$ cat config.mk
export PLATFORM = sky130hd
export DESIGN_NAME = reset_seq
export DESIGN_NICKNAME = d
export VERILOG_FILES = /design/src/rtl/reset_seq_pkg.sv /design/src/rtl/reset_seq_edge_detect.sv /design/src/rtl/reset_seq.sv
export SDC_FILE = /design/constraint.sdc
export NUM_CORES = 1
export LEC_CHECK = 0
export ABC_AREA = 1
export CAP_MARGIN = 20
export CELL_PAD_IN_SITES_DETAIL_PLACEMENT = 1
export CELL_PAD_IN_SITES_GLOBAL_PLACEMENT = 2
export CORE_MARGIN = 1
export CORE_UTILIZATION = 35
export CTS_BUF_LIST = sky130_fd_sc_hd__clkbuf_8
export CTS_CLUSTER_DIAMETER = 40
export DETAILED_ROUTE_END_ITERATION = 8
export DONT_BUFFER_PORTS = 1
export PLACE_DENSITY = 0.85
export REMOVE_ABC_BUFFERS = 1
export SKIP_CTS_REPAIR_TIMING = 1
export SYNTH_ARGS = -nofsm -noshare
export SYNTH_HDL_FRONTEND = slang
export SYNTH_SLANG_ARGS = --single-unit
$ cat constraint.sdc
create_clock -name clk -period 2.2 [get_ports clk]
set_input_delay 0.44 -clock clk [delete_from_list [all_inputs] [get_ports clk]]
set_output_delay 0.44 -clock clk [all_outputs]
set_load 0.01 [all_outputs]
$ cat src/rtl/reset_seq_pkg.sv
// -----------------------------------------------------------------------------
// reset_seq_pkg
// Shared definitions for the security reset sequencer and the monitors feeding
// it: sequencer state encodings, viol_req bit positions and the reset-vector
// fetch address (also used by the PoR/attestation monitor).
// -----------------------------------------------------------------------------
package reset_seq_pkg;

   // Sequencer states. The encodings are shared with the monitor logic.
   typedef enum logic [1:0] {
      ST_IDLE     = 2'b00,
      ST_ASSERT   = 2'b01,
      ST_WAIT_VEC = 2'b10
   } state_e;

   // Bit positions inside viol_req.
   localparam int VIOL_POR    = 0;   // PoR / attestation monitor kill output
   localparam int VIOL_ATOMIC = 1;   // atomicity violation
   localparam int VIOL_KEY    = 2;   // key access violation
   localparam int VIOL_DMA    = 3;   // DMA violation

   // Address the core fetches its reset vector from.
   localparam logic [15:0] RESET_HANDLER_ADDR = 16'hFFFE;

   // Episode counter increment that sticks at all-ones instead of wrapping.
   function automatic logic [7:0] sat_inc8(input logic [7:0] v);
      return (v == 8'hFF) ? v : v + 8'd1;
   endfunction

endpackage

$ cat src/rtl/reset_seq_edge_detect.sv
// -----------------------------------------------------------------------------
// edge_detect
// Registers a bus of level signals and reports the bits that rose this cycle
// (current level high, previous level low). The history register clears on
// reset, so a bit already high when reset releases reads as a rising edge.
//
// Ports
//   clk_i   : clock, rising edge
//   rst_i   : synchronous active-high reset, clears the history register
//   d_i     : level inputs
//   rise_o  : one-cycle rising-edge flags, combinational from d_i
// -----------------------------------------------------------------------------
module edge_detect #(
   parameter int W = 4
) (
   input  logic         clk_i,
   input  logic         rst_i,
   input  logic [W-1:0] d_i,
   output logic [W-1:0] rise_o
);

   logic [W-1:0] d_q;

   always_ff @(posedge clk_i) begin
      if (rst_i) begin
         d_q <= '0;
      end else begin
         d_q <= d_i;
      end
   end

   assign rise_o = d_i & ~d_q;

endmodule

$ cat src/rtl/reset_seq.sv
// -----------------------------------------------------------------------------
// reset_seq
// Security reset sequencer. A rising edge on any violation request line starts
// a reset episode: sys_rst is held high for HOLD_CYCLES cycles, then the
// sequencer waits for the core to fetch its reset vector (pc == RESET_HANDLER).
// If the fetch does not appear within WAIT_TIMEOUT cycles the reset is
// re-issued and rst_timeout is flagged. A new violation while waiting also
// re-issues the reset.
//
// Ports
//   clk         : system clock, rising edge
//   reset       : synchronous active-high reset, aborts any episode
//   pc          : current MCU program counter
//   viol_req    : level violation requests (bit indices in reset_seq_pkg)
//   sys_rst     : registered reset to the MCU core
//   rst_cause   : violation bits of the current / last episode
//   rst_timeout : last episode hit the reset-vector wait timeout
//   viol_cnt    : saturating count of reset pulses issued
//   busy        : sequencer is not idle
// -----------------------------------------------------------------------------
module reset_seq
   import reset_seq_pkg::*;
#(
   parameter int          HOLD_CYCLES   = 8,
   parameter int          WAIT_TIMEOUT  = 256,
   parameter logic [15:0] RESET_HANDLER = RESET_HANDLER_ADDR,
   parameter int          NREQ          = 4
) (
   input  logic            clk,
   input  logic            reset,
   input  logic [15:0]     pc,
   input  logic [NREQ-1:0] viol_req,
   output logic            sys_rst,
   output logic [NREQ-1:0] rst_cause,
   output logic            rst_timeout,
   output logic [7:0]      viol_cnt,
   output logic            busy
);

   // The hold counter is loaded with HOLD_CYCLES-1 on entry to ASSERT and
   // leaves at zero, which gives exactly HOLD_CYCLES cycles of sys_rst.
   localparam logic [7:0]  HOLD_LOAD = 8'(HOLD_CYCLES - 1);
   localparam logic [15:0] WAIT_LAST = 16'(WAIT_TIMEOUT - 1);

   state_e          state_q;
   logic [7:0]      hold_q;
   logic [15:0]     wait_q;
   logic [NREQ-1:0] cause_q;
   logic            timeout_q;
   logic [7:0]      cnt_q;
   logic            sys_rst_q;
   logic            busy_q;

   logic [NREQ-1:0] event_d;
   logic [7:0]      cnt_d;
   logic            any_event_d;
   logic            pc_hit_d;

   // Only rising edges count, so a monitor that holds its kill line high
   // produces a single episode rather than an endless chain.
   edge_detect #(
      .W (NREQ)
   ) u_edge_detect (
      .clk_i  (clk),
      .rst_i  (reset),
      .d_i    (viol_req),
      .rise_o (event_d)
   );

   assign any_event_d = |event_d;
   assign pc_hit_d    = (pc == RESET_HANDLER);
   assign cnt_d       = sat_inc8(cnt_q);

   // Single-process FSM. sys_rst_q and busy_q are written alongside state_q
   // so they are always the registered decode of the state.
   always_ff @(posedge clk) begin
      if (reset) begin
         state_q   <= ST_IDLE;
         hold_q    <= 8'd0;
         wait_q    <= 16'd0;
         cause_q   <= '0;
         timeout_q <= 1'b0;
         cnt_q     <= 8'd0;
         sys_rst_q <= 1'b0;
         busy_q    <= 1'b0;
      end else begin
         case (state_q)
            ST_IDLE: begin
               // pc is ignored here; cause and timeout keep the last episode.
               if (any_event_d) begin
                  state_q   <= ST_ASSERT;
                  sys_rst_q <= 1'b1;
                  busy_q    <= 1'b1;
                  cause_q   <= event_d;
                  timeout_q <= 1'b0;
                  hold_q    <= HOLD_LOAD;
                  cnt_q     <= cnt_d;
               end
            end

            ST_ASSERT: begin
               // Late violations are recorded but neither extend the pulse
               // nor count as a new episode.
               cause_q <= cause_q | event_d;
               if (hold_q == 8'd0) begin
                  state_q   <= ST_WAIT_VEC;
                  sys_rst_q <= 1'b0;
                  wait_q    <= 16'd0;
               end else begin
                  hold_q <= hold_q - 8'd1;
               end
            end

            ST_WAIT_VEC: begin
               // A fresh violation wins over a simultaneous vector fetch.
               if (any_event_d) begin
                  state_q   <= ST_ASSERT;
                  sys_rst_q <= 1'b1;
                  cause_q   <= cause_q | event_d;
                  hold_q    <= HOLD_LOAD;
                  cnt_q     <= cnt_d;
               end else if (pc_hit_d) begin
                  state_q <= ST_IDLE;
                  busy_q  <= 1'b0;
               end else if (wait_q == WAIT_LAST) begin
                  // Core never reached the reset vector: reset it again,
                  // keeping the original cause.
                  state_q   <= ST_ASSERT;
                  sys_rst_q <= 1'b1;
                  timeout_q <= 1'b1;
                  hold_q    <= HOLD_LOAD;
                  cnt_q     <= cnt_d;
               end else begin
                  wait_q <= wait_q + 16'd1;
               end
            end

            default: begin
               state_q   <= ST_IDLE;
               sys_rst_q <= 1'b0;
               busy_q    <= 1'b0;
            end
         endcase
      end
   end

   assign sys_rst     = sys_rst_q;
   assign busy        = busy_q;
   assign rst_cause   = cause_q;
   assign rst_timeout = timeout_q;
   assign viol_cnt    = cnt_q;

endmodule

---- After elaboration in Yosys (flattened, before gate mapping) ----
Cells that the tools add are included.
word-level totals
  latch bits .............................. 0
  logic and storage cells ................. 85
  bits of input ports ..................... 22
  bits in writable memories ............... 0
  bits in read-only memories .............. 0
  flip-flop bits (word level) ............. 45
  output and inout bits ................... 15
  memories kept ........................... 0
operators by class
  add/sub/neg operators ................... 3
  mux-type cells .......................... 38
  reduce and logical (&&, ||, !) cells .... 14
  equal/unequal tests ..................... 17
  $lt $le $gt $ge ......................... 0
  $mul .................................... 0
  bitwise logic cells ..................... 4
  divide/modulo/power cells ............... 0
  shift-type cells ........................ 0
operators by type and width
  kind                                               count
  two-way mux 8 bit                                  10
  two-way mux 16 bit                                 4
  case mux 16 bit (2 select lines)                   1
  case mux 8 bit (3 select lines)                    1
  inequality test 2 bit (second input constant)      9
  adder 16 x 1 -> 16 bit (second input constant)     1
  == test 16 bit (second input constant)             1
  == test 16 x 8 -> 1 bit (second input constant)    1
  case mux 8 bit (2 select lines)                    1
  AND reduction 5 bit                                3
  case mux 4 bit (3 select lines)                    1
  AND reduction 4 bit                                3
  two-way mux 2 bit                                  5
  two-way mux 1 bit                                  9
  adder 8 x 1 -> 8 bit (second input constant)       1
  == test 8 bit (second input constant)              1
  zero test 8 bit                                    1
  two-way mux 4 bit                                  2
  subtractor 8 x 1 -> 8 bit (second input constant)  1
  inequality test 3 bit (second input constant)      2
  case mux 1 bit (3 select lines)                    2
  case mux 2 bit (3 select lines)                    1
  AND reduction 3 bit                                2
  AND 4 bit                                          1
  11 further kinds                                   12

---- Logic depth before layout (Yosys ltp) ----
Gate-level depths: netlist of the first run.
  word-level depth ........................ 6
  mapped depth ............................ 13

---- By module ----
From an unflattened synthesis of the first run, not the netlist that was laid out.
second synthesis, totals
  cells, all modules ...................... 451
  area total of the unflattened synthesis .. 2856.5 um2
modules (own cells, without submodules)
  module       cells an instance  seq. area each (um2)  area an instance (um2)  times used
  reset_seq    435                820.8                 2731.4                  1
  edge_detect  16                 80.1                  125.1                   1

---- Worst setup path after synthesis of the first run ----
Ideal clock, no wire load.
  kind .................................... register to register
  start ................................... reg state_q[0]
  end ..................................... reg cnt_q[3], in the netlist viol_cnt[3]
  period minus slack after synthesis ...... 1.608 ns
  cell stages (with the launch flop) ...... 10
  data arrival time ....................... 1.480 ns
  data required time ...................... 2.072 ns
  path buffers ............................ 2
  library setup time ...................... 0.128 ns
  path slack .............................. 0.592 ns
  cells stage by stage .................... dfxtp_1 > inv_1 > ha_1 > buf_2 > nor2_1 > a21oi_1 > clkbuf_1 > nand4_1 > nand2_1 > nor2_1
on the way
  longest elaborated chain between the ends .. 3
  elaborated cells between the ends (all ways) .. 8
ends and longest elaborated chain
  element                                                        RTL line          text
  start, declared                                                reset_seq.sv:45   state_e state_q;
  start signal, assigned                                         reset_seq.sv:78   state_q <= ST_IDLE;
  start signal, assigned                                         reset_seq.sv:91   state_q <= ST_ASSERT;
  start signal, assigned                                         reset_seq.sv:106  state_q <= ST_WAIT_VEC;
  == test 2 bit / zero test 2 bit (equally long branches)        reset_seq.sv:87   case (state_q)
  inequality test 3 bit (no line), or another cell as far along  -
  AND reduction 4 bit (no line)                                  -
  end signal, assigned                                           reset_seq.sv:97   cnt_q <= cnt_d;
  end signal, assigned                                           reset_seq.sv:121  cnt_q <= cnt_d;
  end signal, assigned                                           reset_seq.sv:132  cnt_q <= cnt_d;
  end, declared                                                  reset_seq.sv:50   logic [7:0] cnt_q;
Several ways; a longest one is shown, not always the timed one.
A chain may end at the register's enable or synchronous reset.

---- Worst setup path in the final report of the first run ----
  start ................................... reg state_q[0]
  end ..................................... reg hold_q[5]
on the way
  longest elaborated chain between the ends .. 3
  elaborated cells between the ends (all ways) .. 10
ends and longest elaborated chain
  element                                                        RTL line          text
  == test 2 bit, or another cell as far along                    reset_seq.sv:87
  inequality test 3 bit (no line), or another cell as far along  -
  AND reduction 5 bit (no line)                                  -
  end signal, assigned                                           reset_seq.sv:110  hold_q <= hold_q - 8'd1;
  end, declared                                                  reset_seq.sv:46   logic [7:0] hold_q;
Several ways; a longest one is shown, not always the timed one.

==> reports/qor.csv, run 1 <==
stage,metric,value,unit
synthesis,number of synthesized flops with an enable pin,0,
clock_tree,CTS tree,built,
placement,I/O Buffers,0,
finish,Finished Layout Cells,549,
critical_path,slowest cell delay on critical path,0.34,ns
critical_path,CP required,2.44,ns
flow_run,max capacitance violation total,0,
global_routing,largest net degree at the start of global routing,34,
finish,share of cells above drive strength 1,0.0716,
power_and_ir_drop,Final Total Pwr,3.30,mW
synthesis,ys flop type,dfxtp_1,
floorplan,core area,0.00773,sq mm
clock_tree,CTS Buf Count,5,
outcome,status,"finished, final reports clean",
critical_path,CP Class,flop to flop,
route,Routed Wire Length,7.30,mm
placement,placed cell area,0.00289,sq mm
route,via count,2728,
route,WL per Instance,13.3,um
route,vias per inst,4.97,
critical_path,most frequent CP cell,nor2_1,
placement,DP HPWL,5.43,mm
timing,fin. max-slew vios,0,
route,Detailed Routing Iterations Pass 1,5,
power_and_ir_drop,peak supply drop,0.524,mV
critical_path,critical path cell sequence,inv_1 -> ha_2 -> nor2_1 -> inv_1 -> nand2_1 -> a21oi_2 -> nand2_4 -> inv_2 -> nor2_1 -> nor2_1,
synthesis,sequential share of the synthesized area,0.322,
synthesis,most frequent cell after synthesis,nand2_1,
clock_tree,clk root buf,clkbuf_8,
timing,setup ws final,0.310,ns
finish,final core utilization,0.387,
timing,RSZ-0062 raised after global routing,no,
route,DRC errors left,0,
finish,"Design Area, Final",0.00299,sq mm
floorplan,DIE WIDTH,91.4,um
global_routing,first-pass GRT wire length,13.0,mm
global_routing,GRT Util Overall,0.190,
clock_tree,clock input transition at the sequential cells of the worst setup and hold paths,0.09,ns
placement,Post-Place Setup Slack,0.186,ns
finish,layout net count,477,
clock_tree,H-tree depth,2,
synthesis,Synth area leader,dfxtp_1,
placement,placed cell count,542,
floorplan,placement row count,32,
route,Routed Antenna Nets,0,
floorplan,die height,91.4,um
synthesis,Mapped Avg Cell Area,6.25,sq um
synthesis,"Distinct cells, synth",30,
power_and_ir_drop,leak pwr,1.24,nW
finish,P&R area growth vs syn,6.93,%
placement,gp weighted congestion,0.798,
synthesis,Post-Syn Instances,448,
clock_tree,"Clk Latency, worst-skew pair",0.30,ns
synthesis,Mapped Area,0.00280,sq mm
floorplan,Initial Util,0.362,
global_routing,gr ovfl total,0,
timing,Tmin final,1.89,ns
synthesis,Commonest cells post-synth,"nand2_1 (117), nor2_1 (90), inv_1 (51)",
global_routing,antenna violations before repair,0,
floorplan,IO Count,37,
synthesis,Synth area leaders,"dfxtp_1 (32%), nand2_1 (16%), nor2_1 (12%)",
route,Iter 0 DRT Violations,79,
clock_tree,maximum clock insertion buffer count,2,
hold_path,Min-Delay Path Class,primary input to flop,
critical_path,Arrival @ worst endpoint,2.13,ns
timing,TNS Setup,0,ns
critical_path,CP Launch Type,flop,
global_routing,vias in the first global route,2802,
power_and_ir_drop,Pwr per Cell Area,1100,mW/mm^2
timing,Max Clock Freq,529,MHz
clock_tree,CTS Sinks,45,
synthesis,Synth Register Bits,45,
synthesis,synth warn,0,
critical_path,Worst Setup End Kind,flop,
timing,Worst Tran Pin Value,0.622,ns
floorplan,Die ar.,0.00836,sq mm
timing,# setup viols final,0,
timing,Slew headroom,0.581,
timing,fin crit share,0.859,
timing,clk_skew,0.00782,ns
synthesis,"FFs w/ async S/R, synth",0,
synthesis,Synth top area share,0.322,
finish,# diodes,0,
critical_path,Crit-path slowest cell,dfxtp_1,
timing,Worst Hold Margin,0.199,ns
critical_path,crit path max fanout,9,
timing,final hold violations,0,
## routing by layer
layer,GRT usage,share of wire,vias up
met5,0,0,-
met4,0.0357,0.0064,0
met3,0.0335,0.030,4
met2,0.330,0.48,27
met1,0.244,0.49,1297
li1,-,-,1400
## where the power goes
group	switching (mW)	internal [mW]
Combinational	1.00	0.496
Clock	0.300	0.331
Sequential	0.188	0.979
## path summary, 6_finish.rpt
kind / end / cells past startpoint / slack, ns / startpoint
setup / recovery: hold_q[5] / 10 / 0.31 / state_q[0]
hold / removal: viol_cnt[7] / 1 / 0.20 / reset
setup reg to reg: hold_q[5] / 10 / 0.31 / state_q[0]
hold reg to reg: hold_q[1] / 2 / 0.49 / hold_q[1]
## cells by family (layout without fill, tap and decap cells)
| family | Yosys count | count (layout) | share of synthesized area |
|---|---|---|---|
| compound gates | 56 | 56 | 0.109 |
| xor+xnor | 8 | 8 | 0.0250 |
| fa+ha+maj | 8 | 8 | 0.0357 |
| buf+inv | 64 | 63 | 0.0934 |
| flops | 45 | 45 | 0.322 |
| simple gates | 267 | 267 | 0.415 |
## flip-flops by register name, summed over array words and instances (netlist names)
signal	count
wait_q	16
hold_q	8
viol_cnt	8
rst_cause	4
u_edge_detect.d_q	4
state_q	2
busy	1
rst_timeout	1
sys_rst	1
## placed cells by master, fill, tap and decap left out, drive strengths merged
master | Yosys | layout
nand2 | 123 | 123
nor2 | 96 | 96
inv | 53 | 53
dfxtp | 45 | 45
nand3 | 33 | 33
a21oi | 29 | 29
o21ai | 19 | 19
nand4 | 9 | 9
ha | 8 | 8
xor2 | 7 | 7
o21bai | 6 | 6
clkbuf | 6 | 5
buf | 5 | 3
nor3 | 2 | 2
or2 | 2 | 2
nor3b | 2 | 2
a31o | 1 | 1
xnor2 | 1 | 1
o211ai | 1 | 1
bufinv | 0 | 1
clkinv | 0 | 1
## layout make-up
type	count	area, sq um
flip-flops and latches	45	901
clock buffers	5	68.8
well taps	102	128
inverters	53	199
repair buffers	3	22.5
multi-input cells	339	1640
fillers	1052	4730
clock inverters	2	35.0
## worst max-delay path: cells and delay by family, from the launching register on
family,cells,cell delay (ns)
AND/OR/NAND/NOR,5,0.46
flip-flops,1,0.34
buffers and inverters,3,0.38
AO/OA/AOI/OAI,1,0.32
adder cells (fa/ha/maj),1,0.32
(Power assumes the default switching activity.)
==> run 2: changes to the inputs <==
HOLD_SLACK_MARGIN = 0.03   (was not set)
==> results of run 2 <==
The final DEF is identical to that of run 1; final timing and power are the same.
==> run 3: changes to the inputs <==
PLACE_DENSITY = 0.87   (was 0.85)
==> run 3 against run 2 <==
Core utilization stayed put. Clock power down 1%. Clock skew up 0.0021 ns. Global-route usage decreased by 0.99 points. Power shrank 0.23%. Hold slack lost 0.0048 ns. Register-to-register slack improved by 0.02 ns. Final cell count unchanged. Die area is the same. Final area unchanged. Maximum frequency is 0.86% higher. Via count did not move. Critical path type unchanged. Highest routed layer unchanged.
==> reports/qor.csv, run 3 (same netlist as run 1, synthesis figures left out) <==
stage,metric,value,unit
finish,Sequential Area,901,sq um
route,via count,2728,
power_and_ir_drop,switching portion of total power,0.451,
global_routing,first-pass GRT wire length,12.3,mm
critical_path,Arrival @ worst endpoint,2.11,ns
timing,fin crit share,0.852,
global_routing,antenna violations before repair,0,
placement,DP HPWL,5.35,mm
timing,RSZ-0062 raised after global routing,no,
finish,"most common cell after layout, fill and taps aside",nand2_1,
floorplan,core area,0.00773,sq mm
route,Routed Antenna Nets,0,
floorplan,IO Count,37,
power_and_ir_drop,switching power,1.48,mW
power_and_ir_drop,Reg power frac,0.355,
finish,Layout fillers,1031,
timing,TNS Setup,0,ns
clock_tree,H-tree depth,2,
timing,Max Clock Freq,534,MHz
route,Detailed Routing Iterations Pass 1,4,
finish,# diodes,0,
floorplan,Initial Util,0.362,
finish,share of cells above drive strength 1,0.0716,
critical_path,CP Class,flop to flop,
floorplan,placement row count,32,
clock_tree,maximum clock insertion buffer count,2,
power_and_ir_drop,Pwr per Cell Area,1100,mW/mm^2
timing,Worst Tran Pin Value,0.618,ns
placement,placed cell area,0.00289,sq mm
global_routing,GRT Util Overall,0.180,
finish,"Design Area, Final",0.00299,sq mm
route,Iter 0 DRT Violations,82,
finish,final core utilization,0.387,
clock_tree,CTS Buf Count,5,
placement,I/O Buffers,0,
timing,clk_skew,0.00994,ns
finish,layout net count,477,
clock_tree,CTS tree,built,
route,Routed Wire Length,7.12,mm
clock_tree,"Clk Latency, worst-skew pair",0.30,ns
clock_tree,clk root buf,clkbuf_8,
timing,Slew headroom,0.583,
timing,final hold violations,0,
global_routing,largest net degree at the start of global routing,34,
critical_path,crit path max fanout,9,
flow_run,max capacitance violation total,0,
placement,gp weighted congestion,0.797,
global_routing,vias in the first global route,2599,
critical_path,Worst Setup End Kind,flop,
power_and_ir_drop,clock power share,0.190,
finish,P&R area growth vs syn,6.93,%
power_and_ir_drop,peak supply drop,0.449,mV
power_and_ir_drop,leak pwr,1.24,nW
floorplan,Die ar.,0.00836,sq mm
route,WL per Instance,13.0,um
timing,# setup viols final,0,
clock_tree,clock input transition at the sequential cells of the worst setup and hold paths,0.09,ns
global_routing,gr ovfl total,0,
critical_path,CP Launch Type,flop,
clock_tree,CTS Sinks,45,
route,DRC errors left,0,
hold_path,Min-Delay Path Class,primary input to flop,
finish,Multi-input gate area,0.00164,sq mm
power_and_ir_drop,Pint,1.81,mW
outcome,status,"finished, final reports clean",
timing,fin. max-slew vios,0,
floorplan,die height,91.4,um
route,vias per inst,4.97,
finish,Largest register FFs,16,
critical_path,CP required,2.44,ns
finish,largest reg by FF count,wait_q,
floorplan,DIE WIDTH,91.4,um
finish,most frequent cells in the layout,"nand2_1 (117), nor2_1 (90), inv_1 (51)",
power_and_ir_drop,Comb power frac,0.455,
timing,Tmin final,1.87,ns
run 3: final timing paths:
path / start / depth (start not counted) / endpoint / slack [ns]
setup reg to reg: state_q[0] / 10 / hold_q[5] / 0.33
hold reg to reg: hold_q[2] / 2 / hold_q[2] / 0.49
hold / removal: reset / 1 / viol_cnt[5] / 0.19
setup / recovery: state_q[0] / 10 / hold_q[5] / 0.33
run 3: power by group through the flow:
stage | combinational (mW) | sequential (mW) | clock [mW]
after floorplan | 1.14 | 1.14 | 0
after detailed placement | 1.52 | 1.19 | 0
final | 1.49 | 1.17 | 0.625
after global routing | 1.75 | 1.20 | 0.678
after CTS | 1.52 | 1.17 | 0.655
after global placement | 1.46 | 1.19 | 0
run 3: metal layers:
layer,vias to the layer above,global-route usage,routed length [um]
met5,-,0,0
met4,0,0.0476,76
met3,6,0.0335,231
met2,29,0.301,3350
met1,1291,0.235,3460
li1,1402,-,-
run 3: cell type report:
cell class	instances	area share
Sequential cell	45	0.301
Multi-Input combinational cell	339	0.548
Clock buffer	5	0.0230
Tap cell	102	0.0426
Inverter	53	0.0664
Clock inverter	2	0.0117
Timing Repair Buffer	3	0.00752
run 3: stage by stage:
step | hold slack [ns] | instances | power [mW] | worst slack (ns)
6_report | 0.194 | 549 | 3.29 | 0.326
4_1_cts | 0.181 | 549 | 3.35 | 0.165
2_1_floorplan | 0.454 | 437 | 2.28 | 0.418
5_1_grt | 0.177 | 549 | 3.62 | 0.0447
3_3_place_gp | 0.469 | 542 | 2.65 | 0.205
3_5_place_dp | 0.484 | 542 | 2.71 | 0.181
run 3: worst max-delay path: stages (launching register included):
cell	delay (ns)
dfxtp_1	0.33
inv_1	0.14
ha_2	0.33
nor2_1	0.11
inv_1	0.11
nand2_1	0.07
a21oi_2	0.33
nand2_4	0.13
inv_2	0.12
nor2_1	0.05
nor2_1	0.10
